==> src/rtl/fft_pkg.sv <==
// Shared types and defaults for the FFT front-end framing logic.
package fft_pkg;

    localparam int unsigned FRAME_LEN_DEF = 512;
    localparam int unsigned DATA_W_DEF    = 16;

    typedef enum logic [1:0] {SEQ_IDLE, SEQ_RUN, SEQ_FLUSH} seq_state_t;

    // Width of fftpts and the index counter: must be able to hold FRAME_LEN itself.
    function automatic int unsigned idx_w(input int unsigned frame_len);
        return $clog2(frame_len) + 1;
    endfunction

endpackage

==> src/rtl/fft_frame_sequencer_if.sv <==
// Avalon-ST sink bundle toward the FFT core, plus its per-frame sideband.
interface fft_frame_sequencer_if #(
    parameter int unsigned DATA_W = 16,
    parameter int unsigned IDX_W  = 10
) ();

    logic              fft_sink_ready;
    logic              fft_sink_valid;
    logic              fft_sink_sop;
    logic              fft_sink_eop;
    logic [DATA_W-1:0] fft_sink_real;
    logic [DATA_W-1:0] fft_sink_imag;
    logic [1:0]        fft_sink_error;
    logic              fft_inverse;
    logic [IDX_W-1:0]  fft_fftpts;

    modport master (
        input  fft_sink_ready,
        output fft_sink_valid, fft_sink_sop, fft_sink_eop, fft_sink_real, fft_sink_imag,
        output fft_sink_error, fft_inverse, fft_fftpts
    );

    modport slave (
        output fft_sink_ready,
        input  fft_sink_valid, fft_sink_sop, fft_sink_eop, fft_sink_real, fft_sink_imag,
        input  fft_sink_error, fft_inverse, fft_fftpts
    );

endinterface

==> src/rtl/avst_out_reg.sv <==
// Single-beat Avalon-ST output register: holds data/sop/eop until the sink takes it.
module avst_out_reg #(
    parameter int unsigned DATA_W = 16
) (
    input  logic              clk,
    input  logic              reset_n,
    input  logic              load,
    input  logic [DATA_W-1:0] in_data,
    input  logic              in_sop,
    input  logic              in_eop,
    input  logic              ready,
    output logic              valid,
    output logic [DATA_W-1:0] data,
    output logic              sop,
    output logic              eop,
    output logic              free
);

    // Load wins over drain so a transfer and a new load in one cycle keep valid high.
    always_ff @(posedge clk or negedge reset_n) begin
        if (!reset_n) begin
            valid <= 1'b0;
            data  <= '0;
            sop   <= 1'b0;
            eop   <= 1'b0;
        end else if (load) begin
            valid <= 1'b1;
            data  <= in_data;
            sop   <= in_sop;
            eop   <= in_eop;
        end else if (ready) begin
            valid <= 1'b0;
        end
    end

    assign free = !valid || ready;

endmodule

==> src/rtl/fft_frame_sequencer.sv <==
// Frames a free-running sample stream into FRAME_LEN-point blocks for the FFT sink.
module fft_frame_sequencer
    import fft_pkg::*;
#(
    parameter int unsigned DATA_W    = DATA_W_DEF,
    parameter int unsigned FRAME_LEN = FRAME_LEN_DEF,
    parameter int unsigned IDX_W     = idx_w(FRAME_LEN)
) (
    input  logic                  clk,
    input  logic                  reset_n,
    input  logic                  enable,
    input  logic                  inverse_req,
    input  logic                  sample_valid,
    input  logic [DATA_W-1:0]     sample_data,
    output logic                  sample_ready,
    fft_frame_sequencer_if.master bus,
    output logic                  busy,
    output logic                  frame_done,
    output logic                  overrun,
    output logic [15:0]           drop_cnt
);

    localparam logic [IDX_W-1:0] LastIdx = IDX_W'(FRAME_LEN - 1);

    seq_state_t        state_q, state_d;
    logic [IDX_W-1:0]  idx_q;
    logic              inverse_q;
    logic              beat_valid, beat_sop, beat_eop, reg_free;
    logic [DATA_W-1:0] beat_data;
    logic              idx_zero, accept, xfer, bp_drop;

    assign idx_zero = (idx_q == '0);
    // A new frame may only start while streaming; once stopping, only the open frame
    // is completed so a truncated frame never reaches the FFT.
    assign sample_ready = (state_q != SEQ_IDLE) && reg_free &&
                          (!idx_zero || (enable && state_q == SEQ_RUN));
    assign accept  = sample_valid && sample_ready;
    assign xfer    = beat_valid && bus.fft_sink_ready;
    // Only samples lost to sink back-pressure count; those refused at a stop boundary
    // are ignored just like samples in IDLE.
    assign bp_drop = sample_valid && (state_q != SEQ_IDLE) && !reg_free;

    avst_out_reg #(
        .DATA_W (DATA_W)
    ) u_out_reg (
        .clk     (clk),
        .reset_n (reset_n),
        .load    (accept),
        .in_data (sample_data),
        .in_sop  (idx_zero),
        .in_eop  (idx_q == LastIdx),
        .ready   (bus.fft_sink_ready),
        .valid   (beat_valid),
        .data    (beat_data),
        .sop     (beat_sop),
        .eop     (beat_eop),
        .free    (reg_free)
    );

    // Sequencer state register.
    always_ff @(posedge clk or negedge reset_n) begin
        if (!reset_n) begin
            state_q <= SEQ_IDLE;
        end else begin
            state_q <= state_d;
        end
    end

    // Next-state: stop at frame boundaries, finish an open frame before idling.
    always_comb begin
        state_d = state_q;
        unique case (state_q)
            SEQ_IDLE: begin
                if (enable) state_d = SEQ_RUN;
            end
            SEQ_RUN: begin
                if (!enable) begin
                    if (!idx_zero)     state_d = SEQ_FLUSH;
                    else if (reg_free) state_d = SEQ_IDLE;
                end
            end
            SEQ_FLUSH: begin
                if (xfer && beat_eop)         state_d = SEQ_IDLE;
                else if (enable && !idx_zero) state_d = SEQ_RUN;
            end
            default: state_d = SEQ_IDLE;
        endcase
    end

    // Frame index, per-frame direction latch and eop-transfer pulse.
    always_ff @(posedge clk or negedge reset_n) begin
        if (!reset_n) begin
            idx_q      <= '0;
            inverse_q  <= 1'b0;
            frame_done <= 1'b0;
        end else begin
            frame_done <= xfer && beat_eop;
            if (accept) begin
                idx_q <= (idx_q == LastIdx) ? '0 : idx_q + IDX_W'(1);
                if (idx_zero) inverse_q <= inverse_req;
            end
        end
    end

    // Sticky overrun flag and saturating drop counter; cleared by reset only.
    always_ff @(posedge clk or negedge reset_n) begin
        if (!reset_n) begin
            overrun  <= 1'b0;
            drop_cnt <= '0;
        end else if (bp_drop) begin
            overrun <= 1'b1;
            if (drop_cnt != 16'hFFFF) drop_cnt <= drop_cnt + 16'd1;
        end
    end

    assign busy               = (state_q != SEQ_IDLE);
    assign bus.fft_sink_valid = beat_valid;
    assign bus.fft_sink_sop   = beat_sop;
    assign bus.fft_sink_eop   = beat_eop;
    assign bus.fft_sink_real  = beat_data;
    assign bus.fft_sink_imag  = '0;
    assign bus.fft_sink_error = '0;
    assign bus.fft_inverse    = inverse_q;
    assign bus.fft_fftpts     = IDX_W'(FRAME_LEN);

endmodule

==> src/flat_wrapper.sv <==
// flat-port wrapper written by rule: the top's interface ports become plain ports
module fft_frame_sequencer_flat import fft_pkg::*;
#(
    parameter int unsigned DATA_W    = DATA_W_DEF,
    parameter int unsigned FRAME_LEN = FRAME_LEN_DEF,
    parameter int unsigned IDX_W     = idx_w(FRAME_LEN)
)
  (clk, reset_n, enable, inverse_req, sample_valid, sample_data, sample_ready, busy, frame_done, overrun, drop_cnt, bus_fft_sink_ready, bus_fft_sink_valid, bus_fft_sink_sop, bus_fft_sink_eop, bus_fft_sink_real, bus_fft_sink_imag, bus_fft_sink_error, bus_fft_inverse, bus_fft_fftpts);
  fft_frame_sequencer_if #(.DATA_W(DATA_W), .IDX_W(IDX_W)) bus_i ();
  input  logic clk;
  input  logic reset_n;
  input  logic enable;
  input  logic inverse_req;
  input  logic sample_valid;
  input  logic [DATA_W-1:0] sample_data;
  output logic sample_ready;
  output logic busy;
  output logic frame_done;
  output logic overrun;
  output logic [15:0] drop_cnt;
  input wire logic [$bits(bus_i.fft_sink_ready)-1:0] bus_fft_sink_ready;
  output wire logic [$bits(bus_i.fft_sink_valid)-1:0] bus_fft_sink_valid;
  output wire logic [$bits(bus_i.fft_sink_sop)-1:0] bus_fft_sink_sop;
  output wire logic [$bits(bus_i.fft_sink_eop)-1:0] bus_fft_sink_eop;
  output wire logic [$bits(bus_i.fft_sink_real)-1:0] bus_fft_sink_real;
  output wire logic [$bits(bus_i.fft_sink_imag)-1:0] bus_fft_sink_imag;
  output wire logic [$bits(bus_i.fft_sink_error)-1:0] bus_fft_sink_error;
  output wire logic [$bits(bus_i.fft_inverse)-1:0] bus_fft_inverse;
  output wire logic [$bits(bus_i.fft_fftpts)-1:0] bus_fft_fftpts;
  assign bus_i.fft_sink_ready = bus_fft_sink_ready;
  assign bus_fft_sink_valid = bus_i.fft_sink_valid;
  assign bus_fft_sink_sop = bus_i.fft_sink_sop;
  assign bus_fft_sink_eop = bus_i.fft_sink_eop;
  assign bus_fft_sink_real = bus_i.fft_sink_real;
  assign bus_fft_sink_imag = bus_i.fft_sink_imag;
  assign bus_fft_sink_error = bus_i.fft_sink_error;
  assign bus_fft_inverse = bus_i.fft_inverse;
  assign bus_fft_fftpts = bus_i.fft_fftpts;
  fft_frame_sequencer #(.DATA_W(DATA_W), .FRAME_LEN(FRAME_LEN), .IDX_W(IDX_W)) u_core (.clk(clk), .reset_n(reset_n), .enable(enable), .inverse_req(inverse_req), .sample_valid(sample_valid), .sample_data(sample_data), .sample_ready(sample_ready), .bus(bus_i), .busy(busy), .frame_done(frame_done), .overrun(overrun), .drop_cnt(drop_cnt));
endmodule
==> config.mk <==
export PLATFORM = sky130hd
export DESIGN_NAME = fft_frame_sequencer_flat
export DESIGN_NICKNAME = d
export VERILOG_FILES = /design/src/rtl/fft_pkg.sv /design/src/rtl/fft_frame_sequencer_if.sv /design/src/rtl/avst_out_reg.sv /design/src/rtl/fft_frame_sequencer.sv /design/src/flat_wrapper.sv
export SDC_FILE = /design/constraint.sdc
export NUM_CORES = 1
export LEC_CHECK = 0
export CAP_MARGIN = 40
export CORE_ASPECT_RATIO = 1.1
export CORE_UTILIZATION = 45
export CTS_CLUSTER_DIAMETER = 30
export CTS_CLUSTER_SIZE = 30
export DETAILED_ROUTE_END_ITERATION = 10
export GPL_TIMING_DRIVEN = 0
export HOLD_SLACK_MARGIN = 0.12
export PLACE_DENSITY = 0.78
export SYNTH_ARGS = -nofsm -noshare
export SYNTH_HDL_FRONTEND = slang
export SYNTH_HIERARCHICAL = 1
export SYNTH_SLANG_ARGS = --single-unit
export TNS_END_PERCENT = 50
==> constraint.sdc <==
create_clock -name clk -period 2.2 [get_ports clk]
set_input_delay 0.44 -clock clk [delete_from_list [all_inputs] [get_ports clk]]
set_output_delay 0.44 -clock clk [all_outputs]
set_load 0.005 [all_outputs]
==> results_dict.tcl, run 1 <==
set metrics [dict create \
    outcome "finished clean" \
    wl_per_cell_um 12.7 \
    cts_root_buffer "clkbuf_8" \
    synthXorXnorAreaFrac_pct 7.17 \
    rsz0062_at_grt "no" \
    seqPwrFrac_pct 39.3 \
    cts_tree "yes" \
    via_per_inst 4.70 \
    wirelength_um 5100 \
    start_util_pct 47.3 \
    die_y_um 81.2 \
    syn_to_final_growth_pct 40.4 \
    worstMarginPinSlew_ns 0.720 \
    layout-drive-gt1-share_pct 25.8 \
    h-tree-depth 2 \
    synth_seq_cells 50 \
    required_ns 2.39 \
    gp_congestion 0.824 \
    netlist-cell-type-count 43 \
    p_int_mw 2.59 \
    netSwitchingPower_mw 1.03 \
    syn_inst 224 \
    grt_pass1_wl_um 8510 \
    slew_viol_final 0 \
    ant_nets 0 \
    yosys.area_share.adder_pct 1.46 \
    p_total_mw 3.62 \
    power.leakage_nw 1.63 \
    grt_max_degree 35 \
    startpoint_type "input pin" \
    critPathKind "input pin to register" \
    clock_path_buffers 2 \
    fin_nets 350 \
    clock-sinks 50 \
    yosys.area_share.simple_pct 16.0 \
    avgSynthCellArea_um2 11.5 \
    hold_class "register to register" \
    dieArea_um2 6010 \
    clkPwrFrac_pct 21.6 \
    tns_ns 0 \
    muxShareOfSynthArea_pct 11.1 \
    p_per_area_nw_per_um2 1010 \
    fin_cells 401 \
    dp_slack_ns -0.326 \
    drt_pass1_iterations 4 \
    dieWidth_um 74 \
    grt.total_usage_pct 18.2 \
    fillCellCount 434 \
    fin_ws_ns 0.148 \
    end_kind "register" \
    slew_headroom_pct 51.6 \
    port_buffers 61 \
    cp_slowest_cell "clkdlybuf4s50_1" \
    hold_slack_ns 0.472 \
    dp.final_hpwl_um 3780 \
    yosys_most_used_dff "dfrtp_1" \
    p_sw_share_pct 28.4 \
    initialDrtViolationCount 77 \
    timing.fmax_ghz 0.487 \
    hold_viol 0 \
    cp_cell_sequence "clkdlybuf4s50_1 > nand2b_4 > o211ai_1 > a21oi_4 > buf_6 > buf_12 > mux2_4" \
    grt_pass1_vias 1829 \
    drv_cap 0 \
    synthArstFlopShare_pct 100 \
    fin_crit_sh_pct 93.3 \
    clk_pin_slew_worst_paths_ns 0.09 \
    dp.cells 387 \
    setup_violations 0 \
    drc_errors 0 \
    core_area_um2 5430 \
    synth_compound_area_share_pct 3.80 \
    worstPathMaxFanout 10 \
    synth_area_um2 2570 \
    ios 90 \
    power_frac_comb_pct 39.0 \
    timing.reg2reg.setup_slack_ns 0.21 \
    crit_arrival_ns 2.24 \
    slowest_delay_ns 0.49 \
    synth_top_family_by_area "simple AND/OR/NAND/NOR gates" \
    synth_warnings 6 \
    vdd.ir_drop.worst_uv 697 \
    yosysSeqAreaShare_pct 48.8 \
    cts_made_buffers 5 \
    skew_ns 0.00623 \
    grt_overflow 0 \
    fin_crit_ns 2.05 \
    diodes 0 \
    antenna_found_initial 0 \
    clk-insertion-delay-late_ns 0.30 \
    row_count 28 \
    synth_edf_count 0 \
    route.vias.total 1884 \
]
-- metal layers --
layer  GRT usage, %  up-vias  wire length, um
met4           3.65        0               21
li1               -      929                -
met2           29.5       48             2660
met3           4.22        3              183
met5              0        -                0
met1           24.8      904             2230
-- power by group through the flow --
| stage | Combinational, mW | Clock (mW) | Sequential, mW |
|---|---|---|---|
| after floorplan | 0.685 | 0 | 1.44 |
| after global placement | 1.30 | 0 | 1.44 |
| after detailed placement | 1.32 | 0 | 1.46 |
| after CTS | 1.40 | 0.807 | 1.43 |
| after global routing | 1.55 | 0.841 | 1.47 |
| final | 1.41 | 0.783 | 1.42 |
-- per-stage QoR --
step	area [um2]	util, %
floorplan	2660	-
global placement	3370	62.0
detailed placement	3380	62.3
CTS	3590	66.1
global route	3600	66.4
finish	3600	66.4
-- critical path, delay by kind of cell --
kind,cells,cell delay [ns]
buffers and inverters,3,0.86
muxes,1,0.30
AOI/OAI and AO/OA,2,0.47
and+or+nand+nor,1,0.17
-- cell usage in the layout, fill, tap and decap left out, types with 5 or more instances in the layout --
master,synthesis,layout
conb_1,2,28
nand2_1,6,6
nor2_1,12,12
buf_4,28,33
and3_1,5,5
a21oi_1,8,8
inv_1,6,5
dfrtp_1,50,48
nand3_1,11,11
nor3_1,6,6
xnor2_1,18,18
mux2_2,11,11
clkbuf_8,0,6
clkdlybuf4s50_1,0,59
nand4_1,12,12
mux2_4,10,10
-- what timing repair did --
item / CTS / global route
endpoints found under the hold margin: 16 / 0
resized for setup: 7 / 4
hold buffers: 1 / 0
setup buffers: 5 / 0
pin swaps: 2 / 0
setup endpoints to repair: 9 / 17
-- layout make-up --
| class | count | area [um2] | area share (%) |
|---|---|---|---|
| sequential | 50 | 1250 | 34.8 |
| clock inverter | 2 | 60.1 | 1.67 |
| timing repair buffer | 68 | 672 | 18.6 |
| inverter | 6 | 22.5 | 0.625 |
| multi-input combinational | 161 | 1150 | 31.8 |
| buffer | 33 | 273 | 7.57 |
| clock buffer | 6 | 82.6 | 2.29 |
| tap | 75 | 93.8 | 2.60 |
-- registers in the layout, indices dropped and copies added (netlist names) --
register and cells:
u_core/overrun 1, u_core/u_out_reg/data 16, u_core/u_out_reg/valid 1, u_core/drop_cnt 16
u_core/bus.fft_inverse 1, u_core/state_q 2, u_core/idx_q 10, u_core/frame_done 1
u_core/u_out_reg/eop 1, u_core/u_out_reg/sop 1
-- logic make-up after synthesis --
| kind of cell | count (synthesis) |
|---|---|
| flip-flops | 50 |
| AO/OA/AOI/OAI | 15 |
| XOR/XNOR | 21 |
| buffers and inverters | 39 |
| AND/OR/NAND/NOR | 72 |
| adder cells (fa/ha/maj) | 3 |
| other | 2 |
| multiplexers | 22 |
-- worst paths after layout --
path	startpoint	endpoint	cells after the start
max in group asynchronous	reset_n	u_core/idx_q[5]$_DFFE_PN0P_	3
min in group asynchronous	reset_n	u_core/drop_cnt[4]$_DFFE_PN0P_	2
hold / removal	u_core/overrun$_DFFE_PN0P_	u_core/overrun$_DFFE_PN0P_	1
setup / recovery	bus_fft_sink_ready	u_core/u_out_reg/data[7]$_DFFE_PN0P_	7
setup reg to reg	u_core/idx_q[1]$_DFFE_PN0P_	u_core/u_out_reg/data[7]$_DFFE_PN0P_	9
hold reg to reg	u_core/overrun$_DFFE_PN0P_	u_core/overrun$_DFFE_PN0P_	1
-- Yosys cell counts (2+ instances only) --
master	instances	share of area, %
nand2b_1	4	0.97
ha_1	3	1.5
and3_1	5	1.2
nand3_1	11	2.1
nor4_1	3	0.73
nand4_1	12	2.9
xor2_1	3	1.0
nand2_1	6	0.88
dfrtp_1	50	49
conb_1	2	0.29
buf_6	2	0.88
nor3_1	6	1.2
inv_1	6	0.88
a21oi_1	8	1.6
mux2_4	10	5.9
mux2_2	11	4.8
xnor2_1	18	6.1
nor2_1	12	1.8
buf_4	28	8.2
Note: power is estimated with default switching activity, not from simulation.
==> run 2, diff against run 1 <==
CORE_MARGIN = 3   (was unset)
clock period = 2.15 ns   (was 2.2 ns; I/O delays follow)
==> results_dict.tcl, run 2 (synthesized netlist as in run 1, its figures left out) <==
set metrics [dict create \
    layout-drive-gt1-share_pct 25.9 \
    highest_layer "met4" \
    worstReg2RegStart "u_core/drop_cnt[2]$_DFFE_PN0P_" \
    cts_made_buffers 5 \
    port_buffers 61 \
    worstPathMaxFanout 2 \
    clk-insertion-delay-late_ns 0.30 \
    power.leakage_nw 1.63 \
    diodes 0 \
    drv_cap 0 \
    vdd.ir_drop.worst_uv 628 \
    required_ns 1.72 \
    power_frac_comb_pct 41.2 \
    row_count 28 \
    gp_congestion 0.882 \
    final-seq-area_um2 1250 \
    netSwitchingPower_mw 1.06 \
    slew_headroom_pct 51.8 \
    h-tree-depth 2 \
    dp.final_hpwl_um 3920 \
    fin_ws_ns 0.108 \
    syn_to_final_growth_pct 39.6 \
    start_util_pct 47.0 \
    crit_arrival_ns 1.61 \
    end_kind "output pin" \
    fin_crit_sh_pct 95.0 \
    setup.worst_path.start "u_core/idx_q[6]$_DFFE_PN0P_" \
    hold_class "register to register" \
    slew_viol_final 0 \
    grt.total_usage_pct 16.6 \
    hold_viol 0 \
    fillCellCount 463 \
    worstMarginPinSlew_ns 0.718 \
    wirelength_um 5440 \
    dieWidth_um 78 \
    top_regs "u_core/drop_cnt: 16 flops, u_core/u_out_reg/data: 16 flops, u_core/idx_q: 10 flops" \
    grt_overflow 0 \
    fin_cells 403 \
    setup_violations 0 \
    clk_pin_slew_worst_paths_ns 0.09 \
    ff2ff_path_depth 5 \
    skew_ns 0.00641 \
    fin_crit_ns 2.04 \
    clock_path_buffers 2 \
    drc_errors 0 \
    timing.reg2reg.setup_slack_ns 0.17 \
    hold_slack_ns 0.482 \
    mostFrequentLayoutCells "59 x clkdlybuf4s50_1, 49 x dfrtp_1, 35 x buf_4" \
    outcome "finished clean" \
    grt_pass1_vias 1921 \
    timing.fmax_ghz 0.490 \
    cp-endpoint "sample_ready" \
    wl_per_cell_um 13.5 \
    ios 90 \
    dp.cells 387 \
    r2r-end "u_core/drop_cnt[1]$_DFFE_PN0P_" \
    dieArea_um2 6650 \
    wl_met2_um 2800 \
    slowest_delay_ns 0.41 \
    cp_slowest_cell "dfrtp_1" \
    core_area_um2 5470 \
    startpoint_type "register" \
    cp_cell_sequence "nor4_2 > nand4_1 > inv_2 > a21oi_1 > dlygate4sd2_1" \
    p_int_mw 2.51 \
    initialDrtViolationCount 89 \
    p_per_area_nw_per_um2 997 \
    dr_wl_met3_um 406 \
    fin_nets 352 \
    seqPwrFrac_pct 41.0 \
    clock-sinks 50 \
    cts_root_buffer "clkbuf_8" \
    dp_slack_ns -0.384 \
    p_sw_share_pct 29.8 \
    final_common_cell "clkdlybuf4s50_1" \
    via_per_inst 4.81 \
    ant_nets 0 \
    cts_tree "yes" \
    die_y_um 85.2 \
    grt_max_degree 31 \
    multi_input_area_um2 1150 \
    critPathKind "register to output pin" \
    grt_pass1_wl_um 8850 \
    drt_pass1_iterations 4 \
    clkPwrFrac_pct 17.8 \
    antenna_found_initial 0 \
    wl_met1_um 2190 \
    route.vias.total 1939 \
]
==> run 2: metrics by stage <==
| stage | total power [mW] | area (um2) | utilization, % | TNS (ns) |
|---|---|---|---|---|
| 5_1_grt | 3.81 | 3580 | 65.6 | -0.0220 |
| 3_5_place_dp | 2.87 | 3380 | 61.9 | -10.55 |
| 3_3_place_gp | 2.82 | 3370 | 61.6 | -51.77 |
| 4_1_cts | 3.59 | 3570 | 65.3 | 0 |
| 6_report | 3.57 | 3580 | 65.6 | 0 |
| 2_1_floorplan | 2.17 | 2660 | - | 0 |
==> run 2: worst min-delay path by stage <==
stage | slack [ns] | end | depth (start not counted) | startpoint
after floorplan | 0.13 | u_core/bus.fft_inverse$_DFFE_PN0P_ | 0 | reset_n
after global placement | 0.46 | u_core/overrun$_DFFE_PN0P_ | 1 | u_core/overrun$_DFFE_PN0P_
after detailed placement | 0.43 | u_core/drop_cnt[13]$_DFFE_PN0P_ | 1 | reset_n
after CTS | 0.49 | u_core/overrun$_DFFE_PN0P_ | 1 | u_core/overrun$_DFFE_PN0P_
after global routing | 0.51 | u_core/overrun$_DFFE_PN0P_ | 1 | u_core/overrun$_DFFE_PN0P_
final | 0.48 | u_core/overrun$_DFFE_PN0P_ | 1 | u_core/overrun$_DFFE_PN0P_
==> run 2: per-layer routing <==
metal,GRT usage (%),vias to the layer above
li1,-,930
met1,20.6,939
met2,28.3,66
met3,4.14,4
met4,5.56,0
met5,0,-
==> run 2: critical path, delay by kind of cell, from the launching register on <==
family / cells / cell delay (ns)
AO/OA/AOI/OAI: 1 / 0.05
buffers and inverters: 2 / 0.35
flip-flops: 1 / 0.41
AND/OR/NAND/NOR: 2 / 0.49
==> run 2: power by group through the flow <==
| stage | logic [mW] | clock network (mW) | registers (mW) |
|---|---|---|---|
| 6_report | 1.47 | 0.637 | 1.46 |
| 3_5_place_dp | 1.37 | 0 | 1.50 |
| 2_1_floorplan | 0.701 | 0 | 1.47 |
| 3_3_place_gp | 1.34 | 0 | 1.48 |
| 4_1_cts | 1.47 | 0.660 | 1.46 |
| 5_1_grt | 1.60 | 0.698 | 1.51 |
==> run 2: area by class of cell <==
cell class                      instances  share of cell area (%)
Clock buffer                            5                    1.92
Tap cell                               75                    2.62
Clock inverter                          3                    1.12
Inverter                                6                   0.628
Sequential cell                        50                    35.0
Timing Repair Buffer                   70                    19.2
Multi-Input combinational cell        161                    32.0
Buffer                                 33                    7.61
==> run 2: what timing repair did <==
| action | in CTS | in global routing |
|---|---|---|
| hold buffers | 1 | 0 |
| resized for setup | 6 | 4 |
| setup endpoints to repair | 17 | 22 |
| gates cloned | 0 | 0 |
| hold endpoints to repair | 20 | 0 |
| pin swaps | 2 | 0 |
| buffers inserted | 7 | 0 |
